==> src/rtl/seq_serializer.sv <==
// seq_serializer: parallel-to-serial converter with a one-word hold buffer.
// Words are emitted LSB first, one bit per edge with ser_en high. A word
// waiting in the hold register is reloaded at the last bit with no bubble.
module seq_serializer #(
  parameter int WIDTH = 16
) (
  input  logic             clk,
  input  logic             rst,
  input  logic             in_valid,
  output logic             in_ready,
  input  logic [WIDTH-1:0] in_data,
  input  logic             ser_en,
  output logic             ser_out,
  output logic             ser_valid,
  output logic             ser_first,
  output logic             ser_last,
  output logic [7:0]       word_cnt
);

  localparam int IW = (WIDTH > 2) ? $clog2(WIDTH) : 1;
  localparam logic [IW-1:0] LAST_IDX = IW'(WIDTH - 1);

  typedef enum logic {
    IDLE  = 1'b0,
    SHIFT = 1'b1
  } state_t;

  state_t           state_q, state_d;
  logic [WIDTH-1:0] hold_data_q, hold_data_d;
  logic             hold_full_q, hold_full_d;
  logic             in_ready_q, in_ready_d;
  logic [WIDTH-1:0] shift_q, shift_d;
  logic [IW-1:0]    bit_idx_q, bit_idx_d;
  logic [7:0]       word_cnt_q, word_cnt_d;
  logic             accept;
  logic             at_last;
  logic             load;

  // Next-state: hold-buffer accept, shift/advance, word completion and reload.
  always_comb begin
    state_d     = state_q;
    hold_data_d = hold_data_q;
    hold_full_d = hold_full_q;
    shift_d     = shift_q;
    bit_idx_d   = bit_idx_q;
    word_cnt_d  = word_cnt_q;
    load        = 1'b0;
    accept      = in_valid && in_ready_q;
    at_last     = (bit_idx_q == LAST_IDX);

    // in_ready_q is low whenever the hold register is full, so an accept
    // and a hold drain (load) can never happen on the same edge.
    if (accept) begin
      hold_data_d = in_data;
      hold_full_d = 1'b1;
    end

    case (state_q)
      IDLE: begin
        if (hold_full_q) begin
          load = 1'b1;
        end
      end
      SHIFT: begin
        if (ser_en) begin
          if (!at_last) begin
            shift_d   = shift_q >> 1;
            bit_idx_d = bit_idx_q + 1'b1;
          end else begin
            word_cnt_d = word_cnt_q + 8'd1;
            if (hold_full_q) begin
              load = 1'b1;
            end else begin
              state_d   = IDLE;
              shift_d   = '0;
              bit_idx_d = '0;
            end
          end
        end
      end
    endcase

    if (load) begin
      state_d     = SHIFT;
      shift_d     = hold_data_q;
      bit_idx_d   = '0;
      hold_full_d = 1'b0;
    end

    // Registered ready: mirrors the hold register's next occupancy.
    in_ready_d = !hold_full_d;
  end

  // State registers with synchronous active-low reset.
  always_ff @(posedge clk) begin
    if (!rst) begin
      state_q     <= IDLE;
      hold_data_q <= '0;
      hold_full_q <= 1'b0;
      in_ready_q  <= 1'b0;
      shift_q     <= '0;
      bit_idx_q   <= '0;
      word_cnt_q  <= '0;
    end else begin
      state_q     <= state_d;
      hold_data_q <= hold_data_d;
      hold_full_q <= hold_full_d;
      in_ready_q  <= in_ready_d;
      shift_q     <= shift_d;
      bit_idx_q   <= bit_idx_d;
      word_cnt_q  <= word_cnt_d;
    end
  end

  // Output decode: serial bit and framing flags are gated by the SHIFT state.
  always_comb begin
    in_ready  = in_ready_q;
    ser_valid = (state_q == SHIFT);
    ser_out   = (state_q == SHIFT) && shift_q[0];
    ser_first = (state_q == SHIFT) && (bit_idx_q == '0);
    ser_last  = (state_q == SHIFT) && at_last;
    word_cnt  = word_cnt_q;
  end

endmodule

==> config.mk <==
export PLATFORM = sky130hd
export DESIGN_NAME = seq_serializer
export DESIGN_NICKNAME = d
export VERILOG_FILES = /design/src/rtl/seq_serializer.sv
export SDC_FILE = /design/constraint.sdc
export NUM_CORES = 1
export LEC_CHECK = 0
export ABC_AREA = 0
export CORE_MARGIN = 2
export CORE_UTILIZATION = 48
export CTS_CLUSTER_DIAMETER = 200
export DETAILED_ROUTE_END_ITERATION = 8
export GPL_TIMING_DRIVEN = 0
export PLACE_DENSITY = 0.84
export SLEW_MARGIN = 20
export SYNTH_ARGS = -nofsm -noshare
export SYNTH_HDL_FRONTEND = slang
export SYNTH_SLANG_ARGS = --single-unit
==> constraint.sdc <==
create_clock -name clk -period 1.4 [get_ports clk]
set_input_delay 0.21 -clock clk [delete_from_list [all_inputs] [get_ports clk]]
set_output_delay 0.21 -clock clk [all_outputs]
set_load 0.05 [all_outputs]
==> results.txt, run 1 <==
WL met2 = 3.06 mm
Max-slew violations = 0
Diodes inserted = 0
Drt first pass iters = 5
Post-synth top cells = 47 x dfxtp_1, 39 x nand2_1, 26 x a21oi_1
Core box area = 4320 µm²
Reg2Reg Depth = 6
Placed cell area = 2580 µm²
Peak supply drop = 0.000650 V
Nets = 336
Initial antenna violation count = 0
Max_slew headroom = 65.9%
Clk slew on worst S/H paths = 0.09 ns
Final worst-path setup slack = -0.213 ns
Worst clock skew = 0.0146 ns
Hold depth = 3
Synthesized area = 2130 µm²
Clock sink count = 47
Top cell by count, worst path = buf_6
Rows = 24
Post-synth EDFFs = 0
Pwr/cell area = 932 nW/µm²
Sum of negative setup slack = -2.10 ns
Placed Cells = 338
Syn nets = 278
Die height = 70.7 µm
Vias after detailed routing = 2253
CTS buffer count = 5
Initial Util = 49.4%
Top FF cell, synth = dfxtp_1
Final setup fails = 25
Area Growth Syn to Fin = 40.7%
Crit path DAT = 1.40 ns
DIE AREA = 5000 µm²
Max Buffers Root-to-Sink = 2
Fin cells = 366
Worst slack at placement = -0.671 ns
CP peak stage delay = 0.37 ns
Met3 wire length = 441 µm
First-pass GRT wire length = 9.21 mm
Number of max-cap violations = 0
#FFs+latches synth = 47
Max FO, Critical Path = 6
Dpl hpwl = 3.63 mm
Cells along the critical path = ha_4 > nand3_2 > buf_6 > buf_8 > nor2_4 > buf_6
Avg Synthesized Cell Area = 8.37 µm²
Die W = 70.7 µm
DRT antenna net count = 0
Area leader, netlist = dfxtp_1
Highest clock rate = 620 MHz
Leak = 1.05 nW
Vias per cell = 6.16
Synth warn = 0
RSZ-0062 raised after global routing = yes
Final global-route overflow total = 0
Final min period = 1.61 ns
Slowest CP cell = dfxtp_2
Final period util = 115%
Cells after Synth = 255
Io pins = 33
Hold-fix buffers, CTS = 0
Post-Route WL = 6.23 mm
Layout cells sized above 1 = 32.2%
Status = finished with violations
Synth unique cells = 40
Startpoint types = flop
Failing checks = negative setup slack
Most numerous cell in the Yosys netlist = dfxtp_1
H-tree depth = 2
GRT Overall Usage = 22.7%
Critical Path RT = 1.19 ns
Top Metal Used = met4
Hold Path Class = in2reg
CP bufs+invs = 3
Routed len/inst = 17.0 µm
Worst-margin pin slew = 0.512 ns
CP top delay family = buffers and inverters
Final Hold Viols = 0
Crit end category = output pin
Pin count of the biggest net entering global routing = 17
Yosys top cell area share = 44.1%
Met1 Wirelength = 2.53 mm
CP Depth = 6
Crit path kind = reg2out
Asr flop ratio synth = 0%
Final core utilization = 69.4%
CTS root buffer = clkbuf_8
CTS tree = yes
Number of global-route vias before repair = 2032
DRC Markers = 0
Starting DRT DRC Count = 179
Area contributors post-synth = dfxtp_1 44%, nand2_1 6.9%, a21oi_1 6.1%, o211ai_1 5.3%, nand3_1 4.5%
Worst-Skew Late Latency = 0.32 ns
Seq/Total Area, Yosys = 44.1%
Placer Congestion = 0.908
Fin area = 3000 µm²
PortBufs = 31
==> cell families after synthesis <==
kind of cell	count (synthesis)	share of synthesized area, %
AOI/OAI and AO/OA	88	26.0
and+or+nand+nor	88	21.3
DFF	47	44.1
buffers and inverters	28	6.33
adders and majority gates	3	1.76
muxes	1	0.528
==> where the power goes <==
group          switching (mW)  leakage, nW  internal, mW
Sequential             0.0578        0.390          1.42
Combinational           0.269        0.611         0.187
Clock                   0.511       0.0443         0.358
Total                   0.838         1.05          1.96
==> stage by stage <==
stage	hold slack, ns	total power [mW]
floorplan	0.346	1.75
global placement	0.443	1.87
detailed placement	0.450	1.89
CTS	0.211	2.73
global route	0.253	2.91
finish	0.246	2.80
==> layout by cell type (no fill, tap or decap), types with 4 or more instances in the layout <==
cell type and instances:
buf_4 21, nand3_1 18, dfxtp_1 35, buf_6 10, clkbuf_1 5, nor2_1 4, clkdlybuf4s50_1 18, clkbuf_8 5
or4_1 5, dfxtp_4 4, o21ai_0 13, clkbuf_2 8, o31ai_1 5, nand2_1 37, clkdlybuf4s15_2 4, o211ai_1 15
dfxtp_2 8, a31oi_1 15, a21oi_1 24, o21ai_1 4, nand4_1 5
==> sequential cells by signal, indices dropped and copies added, names as in the netlist <==
register / flops
shift_q: 16
word_cnt: 8
bit_idx_q: 4
ser_valid: 1
hold_full_q: 1
in_ready: 1
hold_data_q: 16
==> layer usage <==
| layer | up-vias | GRT usage, % |
|---|---|---|
| met1 | 1049 | 29.1 |
| li1 | 1059 | - |
| met3 | 23 | 5.13 |
| met4 | 0 | 10.9 |
| met2 | 122 | 36.2 |
| met5 | - | 0 |
==> worst register-to-register path, cell delays in order (launching register included) <==
cell and delay [ns]:
dfxtp_2 0.37, ha_4 0.15, buf_4 0.16, and4_4 0.30, buf_4 0.13, o211ai_1 0.09, a31oi_1 0.26
==> final cells by class <==
| type | instances | area [µm²] |
|---|---|---|
| buffer | 20 | 155 |
| clock buffer | 5 | 68.8 |
| clock inverter | 3 | 25.0 |
| fill | 333 | 1320 |
| inverter | 5 | 25.0 |
| multi-input combinational | 180 | 1210 |
| sequential | 47 | 966 |
| tap | 52 | 65.1 |
| timing repair buffer | 54 | 492 |
==> timing repair <==
action / 4_1_cts / 5_1_grt
resized for setup: 62 / 40
pin swaps: 14 / 22
setup endpoints to repair: 42 / 48
buffers inserted: 8 / 14
cloned: 1 / 0
==> worst paths after layout <==
| check | slack (ns) | to | from |
|---|---|---|---|
| max | -0.21 | ser_last | bit_idx_q[1] |
| min | 0.25 | bit_idx_q[0] | ser_en |
| max reg2reg | -0.17 | shift_q[5] | bit_idx_q[1] |
| min reg2reg | 0.46 | hold_data_q[5] | hold_data_q[5] |
No activity file was read; power rests on OpenSTA's default activity.
==> inputs of run 2 (changes only) <==
--- a/config.mk
+++ b/config.mk
@@ -6,12 +6,14 @@
 export NUM_CORES = 1
 export LEC_CHECK = 0
 export ABC_AREA = 0
+export ABC_CLOCK_PERIOD_IN_PS = 1400
 export CORE_MARGIN = 2
 export CORE_UTILIZATION = 48
 export CTS_CLUSTER_DIAMETER = 200
 export DETAILED_ROUTE_END_ITERATION = 8
 export GPL_TIMING_DRIVEN = 0
 export PLACE_DENSITY = 0.84
+export SKIP_LAST_GASP = 1
 export SLEW_MARGIN = 20
 export SYNTH_ARGS = -nofsm -noshare
 export SYNTH_HDL_FRONTEND = slang
==> run 2 against run 1 <==
The flow still finishes with violations (negative setup slack). Design area shrank 0.21%. Global-route usage grew 0.18 points. Worst hold slack lost 0.0021 ns. Cell count is the same. Maximum frequency shrank 0.71%. Sequential power is essentially flat. Count of clock-buffer cells in the layout is the same. Clock skew grew 0.0013 ns.
==> results.txt, run 2 (synthesis results as in run 1) <==
Worst slack at placement = -0.671 ns (unchanged)
Die W = 70.7 µm (unchanged)
DRT antenna net count = 0 (unchanged)
GRT Overall Usage = 22.9% (was 22.7%)
DIE AREA = 5000 µm² (unchanged)
Initial Util = 49.4% (unchanged)
Critical R2R Capture = shift_q[5] (unchanged)
Final worst-path setup slack = -0.225 ns (was -0.213 ns)
Top cell by count, worst path = buf_6 (unchanged)
Final min period = 1.63 ns (was 1.61 ns)
Crit. Startpoint = bit_idx_q[1] (unchanged)
Area Growth Syn to Fin = 40.4% (was 40.7%)
Peak supply drop = 0.000663 V (was 0.000650 V)
WL met2 = 3.02 mm (was 3.06 mm)
CTS root buffer = clkbuf_8 (unchanged)
Post-Route WL = 6.19 mm (was 6.23 mm)
Pin count of the biggest net entering global routing = 17 (unchanged)
Pwr/cell area = 934 nW/µm² (was 932 nW/µm²)
Nets = 336 (unchanged)
Leak = 1.04 nW (was 1.05 nW)
Met1 Wirelength = 2.57 mm (was 2.53 mm)
Highest clock rate = 615 MHz (was 620 MHz)
CTS tree = yes (unchanged)
Most common cell after layout, fill and taps aside = nand2_1 (unchanged)
Worst clock skew = 0.0160 ns (was 0.0146 ns)
Failing checks = negative setup slack (unchanged)
Hold-fix buffers, CTS = 0 (unchanged)
Final setup fails = 27 (was 25)
Dpl hpwl = 3.63 mm (unchanged)
Hold Path Class = in2reg (unchanged)
Max FO, Critical Path = 6 (unchanged)
Int Pwr = 1.96 mW (about the same)
Startpoint types = flop (unchanged)
Layout cells sized above 1 = 31.5% (was 32.2%)
Flop2flop setup slack = -0.17 ns (about the same)
Initial antenna violation count = 0 (unchanged)
Top Metal Used = met4 (unchanged)
Area taken by multi-input logic gates = 1200 µm² (was 1210 µm²)
Drt first pass iters = 5 (unchanged)
Final global-route overflow total = 0 (unchanged)
Vias after detailed routing = 2221 (was 2253)
# fillers = 336 (was 333)
Rows = 24 (unchanged)
Number of max-cap violations = 0 (unchanged)
Io pins = 33 (unchanged)
Worst-Skew Late Latency = 0.32 ns (about the same)
Final Hold Viols = 0 (unchanged)
Clock power share = 31.2% (was 31.0%)
CP endpoint = ser_last (unchanged)
Seq pwr share = 52.6% (was 52.7%)
Register area = 966 µm² (unchanged)
First-pass GRT wire length = 9.26 mm (was 9.21 mm)
CTS buffer count = 5 (unchanged)
Placer Congestion = 0.908 (unchanged)
Gate power share = 16.2% (was 16.3%)
Final period util = 116% (was 115%)
Clk slew on worst S/H paths = 0.09 ns (about the same)
Most frequent cells in the layout = 37 x nand2_1, 35 x dfxtp_1, 24 x a21oi_1 (unchanged)
Worst-margin pin slew = 0.515 ns (was 0.512 ns)
RSZ-0062 raised after global routing = yes (unchanged)
Max-slew violations = 0 (unchanged)
Routed len/inst = 16.9 µm (was 17.0 µm)
Met3 wire length = 388 µm (was 441 µm)
Crit end category = output pin (unchanged)
Crit path DAT = 1.42 ns (was 1.40 ns)
DRC Markers = 0 (unchanged)
Clock sink count = 47 (unchanged)
Sum of negative setup slack = -2.27 ns (was -2.10 ns)
Status = finished with violations (unchanged)
Cells along the critical path = ha_4 > nand3_2 > buf_6 > buf_8 > nor2_4 > buf_6 (unchanged)
Reg2Reg Depth = 6 (unchanged)
Switch Pwr = 839 µW (was 838 µW)
Diodes inserted = 0 (unchanged)
PortBufs = 31 (unchanged)
Max Buffers Root-to-Sink = 2 (unchanged)
Max_slew headroom = 65.6% (was 65.9%)
Critical Path RT = 1.19 ns (about the same)
Vias per cell = 6.07 (was 6.16)
Starting DRT DRC Count = 181 (was 179)
Crit path kind = reg2out (unchanged)
Core box area = 4320 µm² (unchanged)
Critical R2R Launch = bit_idx_q[1] (unchanged)
CP peak stage delay = 0.38 ns (was 0.37 ns)
Slowest CP cell = dfxtp_2 (unchanged)
Switch share = 30.0% (was 29.9%)
H-tree depth = 2 (unchanged)
Die height = 70.7 µm (unchanged)
Number of global-route vias before repair = 2036 (was 2032)
run 2: cell count changes in the layout (fill, tap and decap cells not counted), sizes merged:
cell | before | now
clkbuf | 19 | 20
buf | 36 | 35
run 2: what timing repair did:
action | 4_1_cts | 5_1_grt
setup buffers | 8 | 14
endpoints found under the setup margin | 42 | 48
pin swaps | 13 | 23
gates cloned | 1 | 0
gates resized for setup | 58 | 37
run 2: routing by layer:
| metal | GRT usage, % | up-vias |
|---|---|---|
| met2 | 36.6 | 109 |
| met3 | 5.13 | 20 |
| li1 | - | 1059 |
| met1 | 29.4 | 1033 |
| met4 | 10.9 | 0 |
| met5 | 0 | - |
run 2: cell type report:
type | count | area share [%]
Multi-Input combinational cell | 180 | 40.0
Sequential cell | 47 | 32.2
Buffer | 20 | 5.18
Clock buffer | 5 | 2.30
Inverter | 5 | 0.835
Tap cell | 52 | 2.17
Clock inverter | 3 | 0.835
Timing Repair Buffer | 54 | 16.4
run 2: worst min path at each step:
stage | startpoint | end | depth (start not counted) | slack [ns]
2_1_floorplan | in_data[0] | hold_data_q[0] | 2 | 0.35
3_3_place_gp | hold_data_q[9] | hold_data_q[9] | 2 | 0.44
3_5_place_dp | hold_data_q[12] | hold_data_q[12] | 2 | 0.45
4_1_cts | ser_en | bit_idx_q[0] | 3 | 0.21
5_1_grt | ser_en | bit_idx_q[0] | 3 | 0.26
6_report | ser_en | bit_idx_q[0] | 3 | 0.24
run 2: power by group through the flow:
stage | clock network, mW | logic, mW | registers, mW
finish | 0.873 | 0.453 | 1.47
global route | 0.917 | 0.495 | 1.48
CTS | 0.854 | 0.407 | 1.47
detailed placement | 0 | 0.392 | 1.50
global placement | 0 | 0.382 | 1.49
floorplan | 0 | 0.244 | 1.50
run 2: stage by stage:
| step | power (mW) | std cells | util (%) | area [µm²] | hold slack (ns) |
|---|---|---|---|---|---|
| 3_5_place_dp | 1.89 | 338 | 59.6 | 2580 | 0.450 |
| 3_3_place_gp | 1.87 | 338 | 59.6 | 2580 | 0.443 |
| 6_report | 2.80 | 366 | 69.3 | 3000 | 0.244 |
| 5_1_grt | 2.89 | 366 | 69.3 | 3000 | 0.258 |
| 4_1_cts | 2.73 | 354 | 64.7 | 2800 | 0.211 |
| 2_1_floorplan | 1.75 | 255 | - | 2200 | 0.346 |
run 2: critical path, delay by kind of cell (launching register included):
kind                     cells  cell delay (ns)
adder cells (fa/ha/maj)      1             0.15
flip-flops                   1             0.38
AND/OR/NAND/NOR              2             0.16
buffers and inverters        3             0.41
==> edit: new RTL, flow settings as in run 2 <==
Put a register stage on the output `word_cnt`, without a reset. The value now appears one clock later. The other outputs are not delayed to match.
--- a/src/rtl/seq_serializer.sv
+++ b/src/rtl/seq_serializer.sv
@@ -24,6 +24,8 @@
     IDLE  = 1'b0,
     SHIFT = 1'b1
   } state_t;
+
+  logic [7:0] word_cnt_c;
 
   state_t           state_q, state_d;
   logic [WIDTH-1:0] hold_data_q, hold_data_d;
@@ -119,7 +121,11 @@
     ser_out   = (state_q == SHIFT) && shift_q[0];
     ser_first = (state_q == SHIFT) && (bit_idx_q == '0);
     ser_last  = (state_q == SHIFT) && at_last;
-    word_cnt  = word_cnt_q;
+    word_cnt_c = word_cnt_q;
+  end
+
+  always_ff @(posedge clk) begin
+    word_cnt <= word_cnt_c;
   end
 
 endmodule
Check against the original RTL: no difference found for any inputs over 10 cycles, from zero or initial values and one cycle with rst low; that may be too few to reach the edited logic, so the function may still have changed.
==> edit against run 2 <==
- the flow still finishes with violations (negative setup slack)
- setup slack gained 110 ps
- total power grew 9.8%
- sequential cell count grew 8
- sequential power grew 15%
- area after synthesis grew 8.7%
- wire length shrank 6.8%
- clock skew grew 5.1 ps
- final area grew 5.4%
- clock power grew 5.5%
- highest routed layer unchanged
==> edit: results (changes against run 2) <==
Placed design
  – Post-placement cell area: 2763 µm² (+7.2%)
  – DP HPWL: 3630 µm (about the same)
  – Pre-CTS setup slack: -713.7 ps (-42.83 ps)
  – Placed insts: 352 (+4.1%)
  – GP Congestion: 0.8458 (-6.8%)

Timing
  – Final setup viols: 13 (-52%)
  – Final worst slack: -110.3 ps (+114.7 ps)
  – Clock Skew: 21.04 ps (+5.091 ps)
  – Setup TNS: -674.6 ps (+1594 ps)
  – Slew HR: 0.6481 (-0.008362)

GRT
  – M3 GR Usage: 0.03841 (-0.01287)
  – M1 GR Usage: 0.2851 (-0.008545)
  – Met2 Use GR: 0.3601 (-0.005405)
  – Number of global-route vias before repair: 1960 (-3.7%)
  – Largest net degree at the start of global routing: 20 (+3)
  – Gr usage total: 0.2208 (-0.007917)

Yosys
  – Number of distinct library cells after synthesis: 38 (-5.0%)
  – Synth top cells by count: 55 x dfxtp_1, 37 x nand2_1, 27 x a21oi_1
  – Ranking of synthesized cells by area: dfxtp_1 47%, nand2_1 6.0%, a21oi_1 5.8%, o211ai_1 5.2%, o21ai_0 4.3%
  – Syn_nets: 290 (+4.3%)

Outcome
  – Violated checks: negative setup slack
  – Outcome: complete, but fails checks

Drt
  – Router iterations before antenna repair: 4 (-1)
  – Vias: 2213 (-0.36%)
  – DR WL/cell: 15.07 µm (-11%)

Cells and area
  – Fin cells: 383 (+4.6%)
  – Fill cell count: 366 (+8.9%)
  – Share of cells above drive strength 1: 0.2553 (-0.05997)

Power
  – Worst VDD drop: 0.8170 mV (+23%)

Setup path
  – CP max stage cell: dfxtp_4
[edit: logic make-up after synthesis]
| group | count (synthesis) | share of synthesized area |
|---|---|---|
| mux | 1 | 0.004851 |
| buf+inv | 30 | 0.06631 |
| simple gates | 88 | 0.1995 |
| compound gates | 90 | 0.2388 |
| fa+ha+maj | 3 | 0.01617 |
| flops | 55 | 0.4744 |
[edit: timing repair]
item,4_1_cts,5_1_grt
buffers inserted,12,13
hold buffers,0,0
cloned,1,0
pin swaps,26,14
hold endpoints to repair,0,0
setup endpoints to repair,33,49
gates resized for setup,49,48
[edit: layout make-up]
class / count / area (µm²) / share of cell area
Tap cell: 54 / 67.56 / 0.02139
Clock buffer: 5 / 68.82 / 0.02178
Timing Repair Buffer: 57 / 511.7 / 0.1620
Sequential cell: 55 / 1124 / 0.3556
Clock inverter: 3 / 25.02 / 0.007921
Inverter: 7 / 31.28 / 0.009901
Buffer: 20 / 151.4 / 0.04792
Multi-Input combinational cell: 182 / 1180 / 0.3735
[edit: final timing paths]
kind / start / to / slack, ps / cells after the start
hold reg to reg: word_cnt_c[7] / word_cnt[7] / 380 / 0
hold / removal: ser_en / bit_idx_q[0] / 250 / 3
setup / recovery: bit_idx_q[1] / ser_last / -110 / 5
setup reg to reg: bit_idx_q[1] / bit_idx_q[3] / -100 / 5
[edit: layer usage]
layer | part of all wire | routed length, µm
met5 | 0 | 0
met3 | 0.056 | 324
met2 | 0.49 | 2841
met4 | 0.020 | 114
met1 | 0.43 | 2490
[edit: through the flow]
stage | hold slack [ps] | power (W)
after floorplan | 343.7 | 0.001982
after global placement | 355.3 | 0.002109
after detailed placement | 360.1 | 0.002123
after CTS | 243.1 | 0.003041
after global routing | 251.5 | 0.003201
final | 253.6 | 0.003073
[edit: power breakdown]
part	internal, W	switching [W]
Combinational	0.000197	0.000263
Clock	0.000366	0.000555
Sequential	0.00164	0.0000491
Total	0.00221	0.000867
[edit: worst max-delay path, delay by kind of cell (launching register included)]
family / cells / cell delay (ps)
adder cells (fa/ha/maj): 1 / 160
AND/OR/NAND/NOR: 2 / 160
flip-flops: 1 / 380
buffers and inverters: 2 / 290
